File: config.mk
export PLATFORM = sky130hd
export DESIGN_NAME = coef_drain_fifo
export DESIGN_NICKNAME = d
export VERILOG_FILES = /design/src/rtl/poly_pipe_pkg.sv /design/src/rtl/coef_fifo_ram.sv /design/src/rtl/coef_drain_fifo.sv
export SDC_FILE = /design/constraint.sdc
export NUM_CORES = 1
export LEC_CHECK = 0
export ABC_AREA = 1
export BUFFER_PORTS_ARGS = -buffer_cell sky130_fd_sc_hd__clkbuf_2
export CAP_MARGIN = 20
export CORE_MARGIN = 1.5
export CORE_UTILIZATION = 58
export CTS_CLUSTER_SIZE = 30
export DETAILED_ROUTE_END_ITERATION = 16
export PLACE_DENSITY = 0.86
export SYNTH_ARGS = -nofsm -noshare
export SYNTH_HDL_FRONTEND = slang
export SYNTH_HIERARCHICAL = 1
export SYNTH_SLANG_ARGS = --single-unit
File: constraint.sdc
create_clock -name clk -period 2.3 [get_ports clk]
set_input_delay 0.69 -clock clk [delete_from_list [all_inputs] [get_ports clk]]
set_output_delay 0.69 -clock clk [all_outputs]
set_load 0.005 [all_outputs]
File: src/rtl/poly_pipe_pkg.sv
// Shared types and constants for the polynomial coefficient pipeline.
// Holds the coefficient word, the modulus and the protocol-error cause codes.
package poly_pipe_pkg;

   localparam int unsigned COEF_W = 12;
   localparam logic [COEF_W-1:0] Q = 12'd3329;

   typedef logic [COEF_W-1:0] coef_t;

   // Only the first cause seen in a cycle is recorded; all causes set the same flag.
   typedef enum logic [1:0] {
      ERR_NONE     = 2'd0,
      ERR_CREDIT   = 2'd1,
      ERR_ORPHAN   = 2'd2,
      ERR_OVERFLOW = 2'd3
   } err_cause_e;

endpackage

File: src/rtl/coef_fifo_ram.sv
// Circular coefficient store with wrapping write and read pointers.
// The read port is combinational, which gives first-word fall-through at the top.
module coef_fifo_ram #(
   parameter int DWIDTH = 12,
   parameter int DEPTH  = 4
) (
   input  logic              clk,
   input  logic              rst_n,
   input  logic              push_i,
   input  logic              pop_i,
   input  logic [DWIDTH-1:0] wr_data_i,
   output logic [DWIDTH-1:0] rd_data_o
);

   localparam int PW = (DEPTH > 1) ? $clog2(DEPTH) : 1;

   logic [DWIDTH-1:0] mem_q [DEPTH];
   logic [PW-1:0]     wrPtr_q, wrPtr_d;
   logic [PW-1:0]     rdPtr_q, rdPtr_d;

   // An explicit compare wraps correctly when DEPTH is not a power of two.
   function automatic logic [PW-1:0] ptrInc(input logic [PW-1:0] p);
      return (p == PW'(DEPTH - 1)) ? '0 : p + 1'b1;
   endfunction

   always_comb begin
      wrPtr_d = wrPtr_q;
      rdPtr_d = rdPtr_q;
      if (push_i) wrPtr_d = ptrInc(wrPtr_q);
      if (pop_i)  rdPtr_d = ptrInc(rdPtr_q);
   end

   always_ff @(posedge clk or negedge rst_n) begin
      if (!rst_n) begin
         wrPtr_q <= '0;
         rdPtr_q <= '0;
      end else begin
         wrPtr_q <= wrPtr_d;
         rdPtr_q <= rdPtr_d;
      end
   end

   always_ff @(posedge clk) begin
      if (push_i) mem_q[wrPtr_q] <= wr_data_i;
   end

   assign rd_data_o = mem_q[rdPtr_q];

endmodule

File: src/rtl/coef_drain_fifo.sv
// Receive end of a fixed-latency coefficient pipe: buffers results, presents them
// on valid/ready and grants issue credits so nothing in flight is ever lost.
module coef_drain_fifo
   import poly_pipe_pkg::*;
#(
   parameter int DWIDTH = $bits(coef_t),
   parameter int LAT    = 3,
   parameter int DEPTH  = 4
) (
   input  logic                       clk,
   input  logic                       rst_n,
   input  logic                       issue_i,
   output logic                       issue_ok_o,
   input  logic                       res_valid_i,
   input  logic [DWIDTH-1:0]          res_data_i,
   output logic                       out_valid_o,
   output logic [DWIDTH-1:0]          out_data_o,
   input  logic                       out_ready_i,
   output logic [$clog2(DEPTH+1)-1:0] count_o,
   output logic                       err_o
);

   localparam int CW = $clog2(DEPTH + 1);
   localparam int IW = $clog2(LAT + 1);

   logic [CW-1:0]     count_q, count_d;
   logic [CW-1:0]     resv_q, resv_d;
   logic [IW-1:0]     inflight_q, inflight_d;
   logic              err_q, err_d;
   logic              accIssue, resAccept, full, push, pop;
   logic [DWIDTH-1:0] ramData;
   err_cause_e        errCause;

   // resv counts stored plus in-flight items, so a credit is only granted for a free slot.
   assign issue_ok_o = (resv_q < CW'(DEPTH));
   assign accIssue   = issue_i & issue_ok_o;
   assign full       = (count_q == CW'(DEPTH));
   assign pop        = (count_q != '0) & out_ready_i;
   assign resAccept  = res_valid_i & (inflight_q != '0);
   assign push       = resAccept & (~full | pop);

   always_comb begin
      count_d    = count_q;
      resv_d     = resv_q;
      inflight_d = inflight_q;
      case ({push, pop})
         2'b10:   count_d = count_q + 1'b1;
         2'b01:   count_d = count_q - 1'b1;
         default: count_d = count_q;
      endcase
      case ({accIssue, pop})
         2'b10:   resv_d = resv_q + 1'b1;
         2'b01:   resv_d = resv_q - 1'b1;
         default: resv_d = resv_q;
      endcase
      case ({accIssue, resAccept})
         2'b10:   inflight_d = inflight_q + 1'b1;
         2'b01:   inflight_d = inflight_q - 1'b1;
         default: inflight_d = inflight_q;
      endcase
   end

   always_comb begin
      errCause = ERR_NONE;
      if (issue_i && !issue_ok_o) begin
         errCause = ERR_CREDIT;
      end else if (res_valid_i && (inflight_q == '0)) begin
         errCause = ERR_ORPHAN;
      end else if (resAccept && full && !pop) begin
         errCause = ERR_OVERFLOW;
      end
      err_d = err_q | (errCause != ERR_NONE);
   end

   always_ff @(posedge clk or negedge rst_n) begin
      if (!rst_n) begin
         count_q    <= '0;
         resv_q     <= '0;
         inflight_q <= '0;
         err_q      <= 1'b0;
      end else begin
         count_q    <= count_d;
         resv_q     <= resv_d;
         inflight_q <= inflight_d;
         err_q      <= err_d;
      end
   end

   coef_fifo_ram #(
      .DWIDTH (DWIDTH),
      .DEPTH  (DEPTH)
   ) u_ram (
      .clk       (clk),
      .rst_n     (rst_n),
      .push_i    (push),
      .pop_i     (pop),
      .wr_data_i (res_data_i),
      .rd_data_o (ramData)
   );

   assign out_valid_o = (count_q != '0);
   assign out_data_o  = out_valid_o ? ramData : '0;
   assign count_o     = count_q;
   assign err_o       = err_q;

   // An overflow drop breaks the bookkeeping on purpose, so checks stop once err is set.
   a_resv_sum: assert property (@(posedge clk) disable iff (!rst_n || err_q)
      int'(resv_q) == int'(count_q) + int'(inflight_q));
   a_count_max: assert property (@(posedge clk) disable iff (!rst_n)
      int'(count_q) <= DEPTH);
   a_inflight_max: assert property (@(posedge clk) disable iff (!rst_n || err_q)
      int'(inflight_q) <= LAT);

endmodule

==> impl_metrics.py <==
metrics = {
    "run_status": {
        "run_status": "finished, final reports clean",
    },
    "clock_tree": {
        "cts.hold.buffers_added": 0,
        "insertion_delay_ns": 0.33,
        "cts_buffer_depth": 2,
        "cts.sinks": 61,
        "ctsRootBufferMaster": "sky130_fd_sc_hd__clkbuf_8",
        "cts_tree": "yes",
        "post-cts-setup-buffer-count": 0,
        "cts_htree_levels": 3,
        "tritoncts.num_buffers": 9,
        "clk_pin_slew_worst_paths_ns": 0.06,
    },
    "setup_path": {
        "critical_path.startpoint_type": "register",
        "worst_ep_required_time_ns": 1.61,
        "timing.reg2reg.setup_slack_ns": 0.37,
        "ff_to_ff_end": "resv_q[2]$_DFFE_PN0P_",
        "timing.critical_path.to_type": "primary output",
        "timing.critical_path.mode_cell": "sky130_fd_sc_hd__nand2_1",
        "worstPathBufferInverterCount": 3,
        "depth_of_the_most_critical_reg_to_reg_path": 10,
        "worst_path_dominant_cell_family": "flip-flops",
        "cell_chain_of_the_critical_path": "clkbuf_16 -> nand2_1 -> nand3_1 -> nand2_1 -> inv_1 -> nor2_1 -> clkbuf_2",
        "critical_path_peak_fanout": 6,
        "worst-setup-path-type": "register to primary output",
        "critPathSlowestCell": "sky130_fd_sc_hd__dfrtp_2",
        "crit_path_max_incr_delay_ns": 0.51,
        "critical_path_arrival_ns": 1.60,
        "worstReg2RegStart": "count_o[2]$_DFFE_PN0P_",
    },
    "synth": {
        "ys.flop_type": "sky130_fd_sc_hd__edfxtp_1",
        "most_frequent_cells_after_synthesis": "sky130_fd_sc_hd__inv_1, sky130_fd_sc_hd__nand2_1, sky130_fd_sc_hd__edfxtp_1",
        "netlist_instances": 303,
        "post-synth-top-count-cell": "sky130_fd_sc_hd__inv_1",
        "synth_top_area_cell": "sky130_fd_sc_hd__edfxtp_1",
        "share_of_yosys_cell_area_claimed_by_the_top_area_cell_type_pct": 48.6,
        "post_synth_main_area_contributors": "sky130_fd_sc_hd__edfxtp_1, sky130_fd_sc_hd__dfrtp_1, sky130_fd_sc_hd__inv_1",
        "synth-seq-area-share_pct": 59.6,
        "synth.yosys.warnings": 6,
        "synth.avg_cell_area_um2": 9.78,
        "synth-edff-count": 48,
        "syn_nets": 329,
        "post_synth_num_cell_types": 27,
        "synth-async-reset-ratio_pct": 21.3,
        "ff_latch_count_synth": 61,
        "syn-cell-area_um2": 2960,
    },
    "final_layout": {
        "multi_input_gate_area_um2": 836,
        "finish.instance_area_um2": 3540,
        "final_nets": 375,
        "fin_cells": 421,
        "ratio_of_cells_with_drive_above_1_in_the_final_layout_pct": 22.6,
        "antenna_cells": 0,
        "flow.area_growth_from_synthesis_pct": 19.3,
        "fill_cells": 325,
        "area.sequential_um2": 1770,
    },
    "die": {
        "initial_core_util_pct": 61.5,
        "fp.dieW_um": 74.5,
        "design.core.area_um2": 4820,
        "placementRows": 25,
        "io_pins": 35,
        "die_area_um2": 5550,
        "dieHeight_um": 74.5,
    },
    "global_route": {
        "grt_pass1_vias": 1927,
        "grt_max_degree": 26,
        "grt-ovfl-total": 0,
        "grt_first_pass_wirelength_mm": 8.58,
        "global_route.usage.total_pct": 22.0,
        "antenna_found_initial": 0,
    },
    "route": {
        "vias": 2055,
        "drt_first_pass_iters": 5,
        "wl_mm": 5.99,
        "routed_wire_length_per_instance_um": 14.2,
        "ant_nets": 0,
        "drc": 0,
        "drtIter0Drc": 200,
        "viasPerCell": 4.88,
    },
    "sta": {
        "fin_crit_ns": 2.29,
        "tightest_slew_ns": 0.334,
        "report.final.slew_viol_count": 0,
        "setup_violations": 0,
        "final_min_period_over_clock_period_pct": 99.7,
        "finalHoldViolCount": 0,
        "timing.setup.tns_ns": 0,
        "rsz0062_at_grt": "true",
        "fmax_ghz": 0.436,
        "fin_worst_skew_ns": 0.00502,
        "relSlewSlack_pct": 77.8,
    },
    "pwr": {
        "power.density_cell_area_nw_per_um2": 1310,
        "power_leakage_uw": 0.00174,
        "peak_ir_drop_on_the_vdd_network_mv": 1.01,
    },
    "placement": {
        "dpl.cell_count": 403,
        "detailed_place.area_um2": 3260,
        "gp_routability_congestion": 0.779,
        "port-buffer-count": 34,
        "detailed_place_hpwl_mm": 3.61,
    },
    "run": {
        "maxCapViolCount": 0,
    },
    "min_path": {
        "hp-class": "input pin to async pin",
    },
}
cells in the final DEF, fill, tap and decap left out, types with 5 or more instances in the layout:
cell type,n
sky130_fd_sc_hd__inv_1,75
sky130_fd_sc_hd__nand2_2,8
sky130_fd_sc_hd__ha_1,7
sky130_fd_sc_hd__buf_2,6
sky130_fd_sc_hd__nor2_1,16
sky130_fd_sc_hd__edfxtp_1,48
sky130_fd_sc_hd__nand2_1,69
sky130_fd_sc_hd__nand3_1,25
sky130_fd_sc_hd__clkbuf_8,9
sky130_fd_sc_hd__dfrtp_1,12
sky130_fd_sc_hd__o21ai_0,6
sky130_fd_sc_hd__buf_12,5
sky130_fd_sc_hd__clkbuf_2,28
state kept, by name, summed over array words and instances, names as in the netlist:
| name | flops |
|---|---|
| count_o | 3 |
| err_o | 1 |
| inflight_q | 2 |
| resv_q | 3 |
| u_ram/mem_q | 48 |
| u_ram/rdPtr_q | 2 |
| u_ram/wrPtr_q | 2 |
power breakdown:
group,internal [uW],switching [uW]
logic,828,1150
registers,1480,180
clock network,599,384
total,2900,1710
routing by layer:
metal | up-vias | routed length (um) | GRT usage, %
li1 | 1022 | - | -
met1 | 943 | 2360 | 26.3
met2 | 77 | 3190 | 35.8
met3 | 13 | 332 | 7.32
met4 | 0 | 116 | 10.9
met5 | - | 0 | 0
kinds of logic (layout without fill, tap and decap cells):
group,Yosys count,in the layout,synth area share (%)
flops,61,61,59.6
xor+xnor,5,5,1.48
compound gates,13,13,2.45
fa+ha+maj,9,9,4.31
simple gates,128,128,19.8
buf+inv,87,138,12.3
per-stage QoR:
stage / hold WS [ns] / total power, uW / setup WS (ns) / utilization, %
6_report: 0.241 / 4620 / 0.00803 / 73.4
5_1_grt: 0.269 / 4930 / -0.0520 / 73.4
4_1_cts: 0.239 / 4460 / 0.0131 / 71.9
2_1_floorplan: 0.394 / 2880 / 0.428 / -
3_5_place_dp: 0.467 / 3470 / 0.165 / 67.6
3_3_place_gp: 0.459 / 3360 / 0.192 / 67.6
worst max-delay path by stage:
stage                                       from                    end  slack [ns]  cells after the start
finish              u_ram/rdPtr_q[0]$_DFFE_PN0P_         out_data_o[10]       0.008                      7
global route        u_ram/rdPtr_q[0]$_DFFE_PN0P_          out_data_o[8]       -0.05                      7
CTS                 u_ram/rdPtr_q[1]$_DFFE_PN0P_         out_data_o[10]        0.01                      6
detailed placement                   out_ready_i  resv_q[2]$_DFFE_PN0P_        0.17                      9
global placement                     out_ready_i  resv_q[2]$_DFFE_PN0P_        0.19                      9
floorplan                            out_ready_i  resv_q[2]$_DFFE_PN0P_        0.43                      8
area by class of cell:
cell class	count	area share (%)
inverters	79	8.70
multi-input cells	155	23.6
flip-flops and latches	61	50.0
clock buffers	10	3.61
repair buffers	43	9.48
well taps	67	2.37
clock inverters	6	2.19
what timing repair did:
action / in CTS / in global routing
cloned: 0 / 2
gates resized for setup: 1 / 13
pin swaps: 0 / 2
setup endpoints to repair: 2 / 10
No activity file was read; power rests on OpenSTA's default activity.
